===== config.mk =====
export PLATFORM = sky130hd
export DESIGN_NAME = stack_seq
export DESIGN_NICKNAME = d
export VERILOG_FILES = /design/src/rtl/stack_seq.sv
export SDC_FILE = /design/constraint.sdc
export NUM_CORES = 1
export LEC_CHECK = 0
export BUFFER_PORTS_ARGS = -buffer_cell sky130_fd_sc_hd__clkbuf_2
export CORE_UTILIZATION = 55
export CTS_CLUSTER_SIZE = 14
export DETAILED_ROUTE_END_ITERATION = 10
export PLACE_DENSITY = 0.82
export SETUP_SLACK_MARGIN = 0.02
export SYNTH_ARGS = -nofsm -noshare
export SYNTH_HDL_FRONTEND = slang
export SYNTH_SLANG_ARGS = --single-unit

===== constraint.sdc =====
create_clock -name clk -period 5.95 [get_ports clk]
set_clock_uncertainty 0.15 [all_clocks]
set_input_delay 1.19 -clock clk [delete_from_list [all_inputs] [get_ports clk]]
set_output_delay 1.19 -clock clk [all_outputs]
set_load 0.05 [all_outputs]

===== src/rtl/stack_seq.sv =====
// stack_seq: control sequencer for CALL, RET, INT and RTI.
// Drives the stack memory controls, the PC/decode freezes, pc_sel and flush.
// Saved PCs take PC_WORDS stack words. An interrupt also saves one CCR word.
// An interrupt that arrives while a sequence is running is latched and
// serviced once the sequencer is back in IDLE.
module stack_seq #(
  parameter int unsigned PC_WORDS  = 2,
  parameter int unsigned INT_DRAIN = 4,
  parameter int unsigned RET_WAIT  = 2,
  parameter int unsigned SEL_W     = $clog2(PC_WORDS + 2)
) (
  input  logic             clk,
  input  logic             rst_n,
  input  logic             call,
  input  logic             ret,
  input  logic             rti,
  input  logic             interrupt,
  input  logic             ldm,
  input  logic             load_use,
  input  logic             branch_taken,
  output logic             ack,
  output logic             stack,
  output logic             mem_wr,
  output logic             mem_rd,
  output logic [SEL_W-1:0] push_sel,
  output logic [SEL_W-1:0] pop_sel,
  output logic             freeze_pc,
  output logic             freeze_cu,
  output logic [1:0]       pc_sel,
  output logic             flush,
  output logic             busy
);

  typedef enum logic [2:0] {StIdle, StDrain, StWait, StPush, StPop} state_e;

  localparam logic [4:0] DrainLast    = 5'(INT_DRAIN - 1);
  localparam logic [4:0] WaitLast     = 5'(RET_WAIT - 1);
  localparam logic [4:0] PcLast       = 5'(PC_WORDS - 1);  // last cycle of CALL push / RET pop
  localparam logic [4:0] CcrLast      = 5'(PC_WORDS);      // last cycle of INT push / RTI pop
  localparam logic [4:0] CcrSel       = 5'(PC_WORDS + 1);
  localparam logic [4:0] PcTopSel     = 5'(PC_WORDS);
  localparam bit         RetSkipsWait = (RET_WAIT == 0);

  state_e     state_q, state_d;
  logic [4:0] cnt_q, cnt_d;
  // kind_q: 1 = INT push / RTI pop (CCR included), 0 = CALL push / RET pop
  logic       kind_q, kind_d;
  // ext_q: a stall was seen in the first drain cycle, so drain one cycle longer
  logic       ext_q, ext_d;
  logic       int_pend_q, int_pend_d;
  logic [4:0] drain_last;

  assign drain_last = ext_q ? DrainLast + 5'd1 : DrainLast;

  // State, counter and pending-interrupt registers
  always_ff @(posedge clk or negedge rst_n) begin
    if (!rst_n) begin
      state_q    <= StIdle;
      cnt_q      <= 5'd0;
      kind_q     <= 1'b0;
      ext_q      <= 1'b0;
      int_pend_q <= 1'b0;
    end else begin
      state_q    <= state_d;
      cnt_q      <= cnt_d;
      kind_q     <= kind_d;
      ext_q      <= ext_d;
      int_pend_q <= int_pend_d;
    end
  end

  // Next-state logic: request arbitration in IDLE, per-state cycle counting elsewhere
  always_comb begin
    state_d    = state_q;
    cnt_d      = cnt_q + 5'd1;
    kind_d     = kind_q;
    ext_d      = ext_q;
    int_pend_d = int_pend_q | interrupt;
    case (state_q)
      StIdle: begin
        cnt_d      = 5'd0;
        ext_d      = 1'b0;
        int_pend_d = int_pend_q;
        if (interrupt || int_pend_q) begin
          state_d    = StDrain;
          kind_d     = 1'b1;
          int_pend_d = 1'b0;
        end else if (rti) begin
          state_d = StPop;
          kind_d  = 1'b1;
        end else if (ret) begin
          state_d = RetSkipsWait ? StPop : StWait;
          kind_d  = 1'b0;
        end else if (call) begin
          state_d = StPush;
          kind_d  = 1'b0;
        end
      end
      StDrain: begin
        if (cnt_q == 5'd0) ext_d = ldm | load_use;
        if (cnt_q == drain_last) begin
          state_d = StPush;
          cnt_d   = 5'd0;
        end
      end
      StWait: begin
        if (cnt_q == WaitLast) begin
          state_d = StPop;
          cnt_d   = 5'd0;
        end
      end
      StPush, StPop: begin
        if (cnt_q == (kind_q ? CcrLast : PcLast)) begin
          state_d = StIdle;
          cnt_d   = 5'd0;
        end
      end
      default: begin
        state_d = StIdle;
        cnt_d   = 5'd0;
        kind_d  = 1'b0;
        ext_d   = 1'b0;
      end
    endcase
  end

  // Output decode from registered state and counter
  always_comb begin
    ack       = 1'b0;
    stack     = 1'b0;
    mem_wr    = 1'b0;
    mem_rd    = 1'b0;
    push_sel  = '0;
    pop_sel   = '0;
    freeze_pc = 1'b0;
    freeze_cu = 1'b0;
    pc_sel    = 2'b00;
    flush     = 1'b0;
    busy      = (state_q != StIdle);
    case (state_q)
      StDrain: begin
        ack       = (cnt_q == 5'd0);
        // A branch resolving in the ack cycle must still redirect fetch
        freeze_pc = (cnt_q == 5'd0) ? ~branch_taken : 1'b1;
        freeze_cu = (cnt_q != 5'd0);
      end
      StPush: begin
        stack    = 1'b1;
        mem_wr   = 1'b1;
        push_sel = SEL_W'(cnt_q + 5'd1);
        if (kind_q) begin
          freeze_pc = 1'b1;
          freeze_cu = 1'b1;
          pc_sel    = (cnt_q == CcrLast) ? 2'b10 : 2'b00;
        end else begin
          pc_sel = (cnt_q == 5'd0) ? 2'b11 : 2'b00;
          flush  = (cnt_q == PcLast);
        end
      end
      StPop: begin
        stack     = 1'b1;
        mem_rd    = 1'b1;
        freeze_pc = 1'b1;
        freeze_cu = 1'b1;
        if (kind_q) begin
          pop_sel = SEL_W'(CcrSel - cnt_q);
          pc_sel  = (cnt_q == 5'd0) ? 2'b11 : 2'b00;
        end else begin
          pop_sel = SEL_W'(PcTopSel - cnt_q);
          flush   = (cnt_q == PcLast);
        end
      end
      default: ;
    endcase
  end

endmodule

# Word-level counts from Yosys, hierarchy flattened
# Cells that the tools add are included.
# word_totals
elab_cells	79
regBits	11
rom_bits	0
in_bits	9
output_inout_bits	14
latchBits	0
mem_bits_rw	0
n_memories	0
# classes
div	0
reduce_logical	11
addsub	3
order_cmp	0
shift	0
eq_ne	14
mul	0
mux	41
bitwise_logic	5
# op_table
operator	count
$mux 3	8
$mux 2	8
$mux 1	15
$mux 5	3
$pmux 5 s3	1
$pmux 3 s4	1
$ne 2x2->1 const B	4
$eq 3x2->1 const B	2
$pmux 1 s3	2
$add 5x1->5 const B	1
$eq 5x1->1 const B	1
$eq 5x2->1	1
$eq 5x2->1 const B	1
$eq 5x3->1	1
$logic_not 5->1	1
$ne 5x5->1 const B	1
$reduce_bool 5->1	1
$pmux 1 s2	2
$pmux 2 s2	1
$reduce_and 2->1	2
$reduce_and 4->1	1
$reduce_or 4->1	1
$sub 2x2->2 const A	2
$eq 3x1->1 const B	1
9 further kinds	12

# Depth between registers and ports, before layout
# depth
word_depth	5
ltp_mapped	8
mapped_depth_nobuf	7

# Worst setup path after synthesis
# Ideal clock, no wire load.
# synth_timing
path_kind	input port to output port
from	input branch_taken
to	output freeze_pc
path_stages	3
slack_ps	2163
required_time_ps	4610
arrival_time_ps	2447
n_path_buf	0
path_cell_list	a31oi_1 -> a21oi_1 -> o21ai_0
# synth_via
elab_chain_len	3
# synth_lines
element	line_no	text
start, declared	20	input logic branch_taken,
$not 1->1	144	freeze_pc = (cnt_q == 5'd0) ? ~branch_taken : 1'b1;
$mux 1	144	
$pmux 1 s3	140	case (state_q)
end, declared	27	output logic freeze_pc,
# No other way between the ends.

# Worst setup path after layout
# layout_timing
from	register cnt_q[0]
to	output ack
# layout_via
elab_chain_len	2
# layout_lines
element	line_no	text
start, declared	45	logic [4:0] cnt_q, cnt_d;
start signal, assigned	65	cnt_q <= cnt_d;
$logic_not 5->1	142	ack = (cnt_q == 5'd0);
$mux 1	140	
end, declared	21	output logic ack,
# No other way between the ends.

==> impl_metrics.tcl <==
set metrics [dict create \
    status "complete, no violations" \
    hold_end "ext_q$_DFFE_PN0P_" \
    cts.htree.levels 1 \
    synth.most_common_cell "nor2_1" \
    netlist_area_um2 896 \
    use_met1 0.341 \
    hold_path.class "register to register" \
    top_usage_layer "met2" \
    final_max_slew_viol_count 0 \
    synth-main-ff-cell "dfrtp_1" \
    clk_transition_reported_paths_ns 0.07 \
    rows 14 \
    max-slew-margin-rel 0.626 \
    fin_crit_ns 3.45 \
    coreArea_um2 1510 \
    gr-total-overflow 0 \
    multi_input_area_um2 568 \
    finalNetCount 145 \
    ant_nets 0 \
    critical_path.startpoint "cnt_q[0]$_DFF_PN0_" \
    num_antenna_cells 0 \
    routabilityCongestion 0.813 \
    cp-start-kind "register" \
    grt_pass1_vias 837 \
    dieArea_um2 1790 \
    clock_sinks 11 \
    postCtsResizedCells 0 \
    grt.met3_usage 0.0905 \
    clock.fmax_mhz 290 \
    fin_crit_sh 0.580 \
    holdCritStartpoint "ext_q$_DFFE_PN0P_" \
    ys_types 43 \
    setup-violations-final 0 \
    reg2reg_to "ext_q$_DFFE_PN0P_" \
    totalWireLength_um 2100 \
    clockBufferDepth 2 \
    final-seq-area_um2 275 \
    start_util 0.595 \
    finalHoldViolations 0 \
    drt_iter0_markers 32 \
    path_max_fanout 11 \
    die_h_um 42.4 \
    io_buffers 22 \
    drc 0 \
    ys_top_cells_by_area "dfrtp_1 (31%), ha_1 (5.6%), nor2_1 (5.4%)" \
    ys_seq_area_frac 0.307 \
    grt_start_max_net_pins 20 \
    end_kind "output pin" \
    io_pins 23 \
    die_w_um 42.4 \
    tns_ns 0 \
    crit_type "register to output pin" \
    ys_seq_elements 11 \
    synth_top_area_frac 0.307 \
    drive_gt1_frac 0.267 \
    synth-edff-count 0 \
    antenna_found_initial 0 \
    rr_startpoint "cnt_q[0]$_DFF_PN0_" \
    cts_root_buffer "clkbuf_4" \
    via_count 923 \
    postCtsSetupBuffers 0 \
    clock_latency_ns 0.28 \
    rsz0062_at_grt "no" \
    syn_to_final_growth_pct 13.8 \
    dp_cells 143 \
    nFillCells 140 \
    arrival_ns 2.11 \
    whs_path_depth 2 \
    track_usage 0.271 \
    maxCapViolCount 0 \
    avgViaCountPerCell 6.28 \
    finalNonFillerCells 147 \
    yosys_warnings 0 \
    grt_pass1_wl_um 3640 \
    yosys.area.top_type "dfrtp_1" \
    syn_avg_cell_area_um2 8.00 \
    r2r_slack_ns 3.88 \
    first_pass_iters 4 \
    dp_hpwl_um 1530 \
    holdWs_ns 0.458 \
    grt_use_met2 0.431 \
    cts_buffers 3 \
    reg2reg_depth 6 \
    synth_common_cells "nor2_1 (13), dfrtp_1 (11), nand2_1 (10)" \
    syn_nets 125 \
    syn_inst 112 \
    cp.required_ns 4.61 \
    postCtsHoldBufs 0 \
    cts_tree "done" \
    tightest_slew_ns 0.561 \
    wl_per_cell_um 14.3 \
    async_flop_share 1.00 \
]
-- cells in the final DEF (no fill, tap or decap), types with 2 or more instances in the layout --
| cell | n |
|---|---|
| a211oi_1 | 2 |
| a21oi_1 | 6 |
| a31oi_1 | 2 |
| clkbuf_2 | 22 |
| clkbuf_4 | 3 |
| dfrtp_1 | 11 |
| ha_1 | 4 |
| inv_1 | 4 |
| nand2_1 | 10 |
| nand3_1 | 3 |
| nor2_1 | 13 |
| nor2b_1 | 4 |
| nor3_1 | 5 |
| nor3b_1 | 2 |
| o21a_1 | 2 |
| o21ai_0 | 6 |
| o21ai_1 | 2 |
| or3_1 | 4 |
| xnor2_1 | 2 |
| xor2_1 | 2 |
-- stage by stage --
| stage | utilization | instance area [µm²] | setup WS (ns) |
|---|---|---|---|
| floorplan | - | 896 | 2.16 |
| global placement | 0.659 | 992 | 2.73 |
| detailed placement | 0.659 | 992 | 2.71 |
| CTS | 0.677 | 1020 | 2.50 |
| global route | 0.677 | 1020 | 2.39 |
| finish | 0.677 | 1020 | 2.50 |
-- how the worst max path moves through the flow --
stage,to,slack [ns],cells after the start
floorplan,freeze_pc,2.16,3
global route,ack,2.39,5
CTS,ack,2.50,5
global placement,freeze_pc,2.73,5
detailed placement,freeze_pc,2.71,5
finish,ack,2.50,5
-- critical path, stage by stage (launching register included) --
cell,delay (ns)
dfrtp_1,0.50
inv_1,0.13
ha_1,0.23
or4b_4,0.51
nor3_1,0.15
clkbuf_2,0.30
-- flip-flops by register name (all words and copies together), names as in the netlist --
register / flops
int_pend_q: 1
state_q: 3
ext_q: 1
cnt_q: 5
kind_q: 1
-- layout make-up --
type | instances | share of cell area
Inverter | 5 | 0.0184
Timing Repair Buffer | 22 | 0.108
Clock buffer | 3 | 0.0221
Tap cell | 16 | 0.0196
Multi-Input combinational cell | 89 | 0.557
Sequential cell | 11 | 0.270
Clock inverter | 1 | 0.00491
-- kinds of logic after synthesis --
kind of cell,share of synthesized area
DFF,0.307
buffers and inverters,0.0586
xor gates and xnor gates,0.0391
AOI/OAI and AO/OA,0.221
adders and majority gates,0.0559
and+or+nand+nor,0.318
-- layer usage --
| metal | vias to the layer above | wire length [µm] |
|---|---|---|
| met5 | - | 0 |
| met4 | 0 | 23 |
| met3 | 4 | 154 |
| met2 | 31 | 1060 |
| met1 | 449 | 866 |
| li1 | 439 | - |
Power is left out: the tool's default activity adds up to more than one toggle a clock period on the data nets, which glitch-free logic cannot reach.
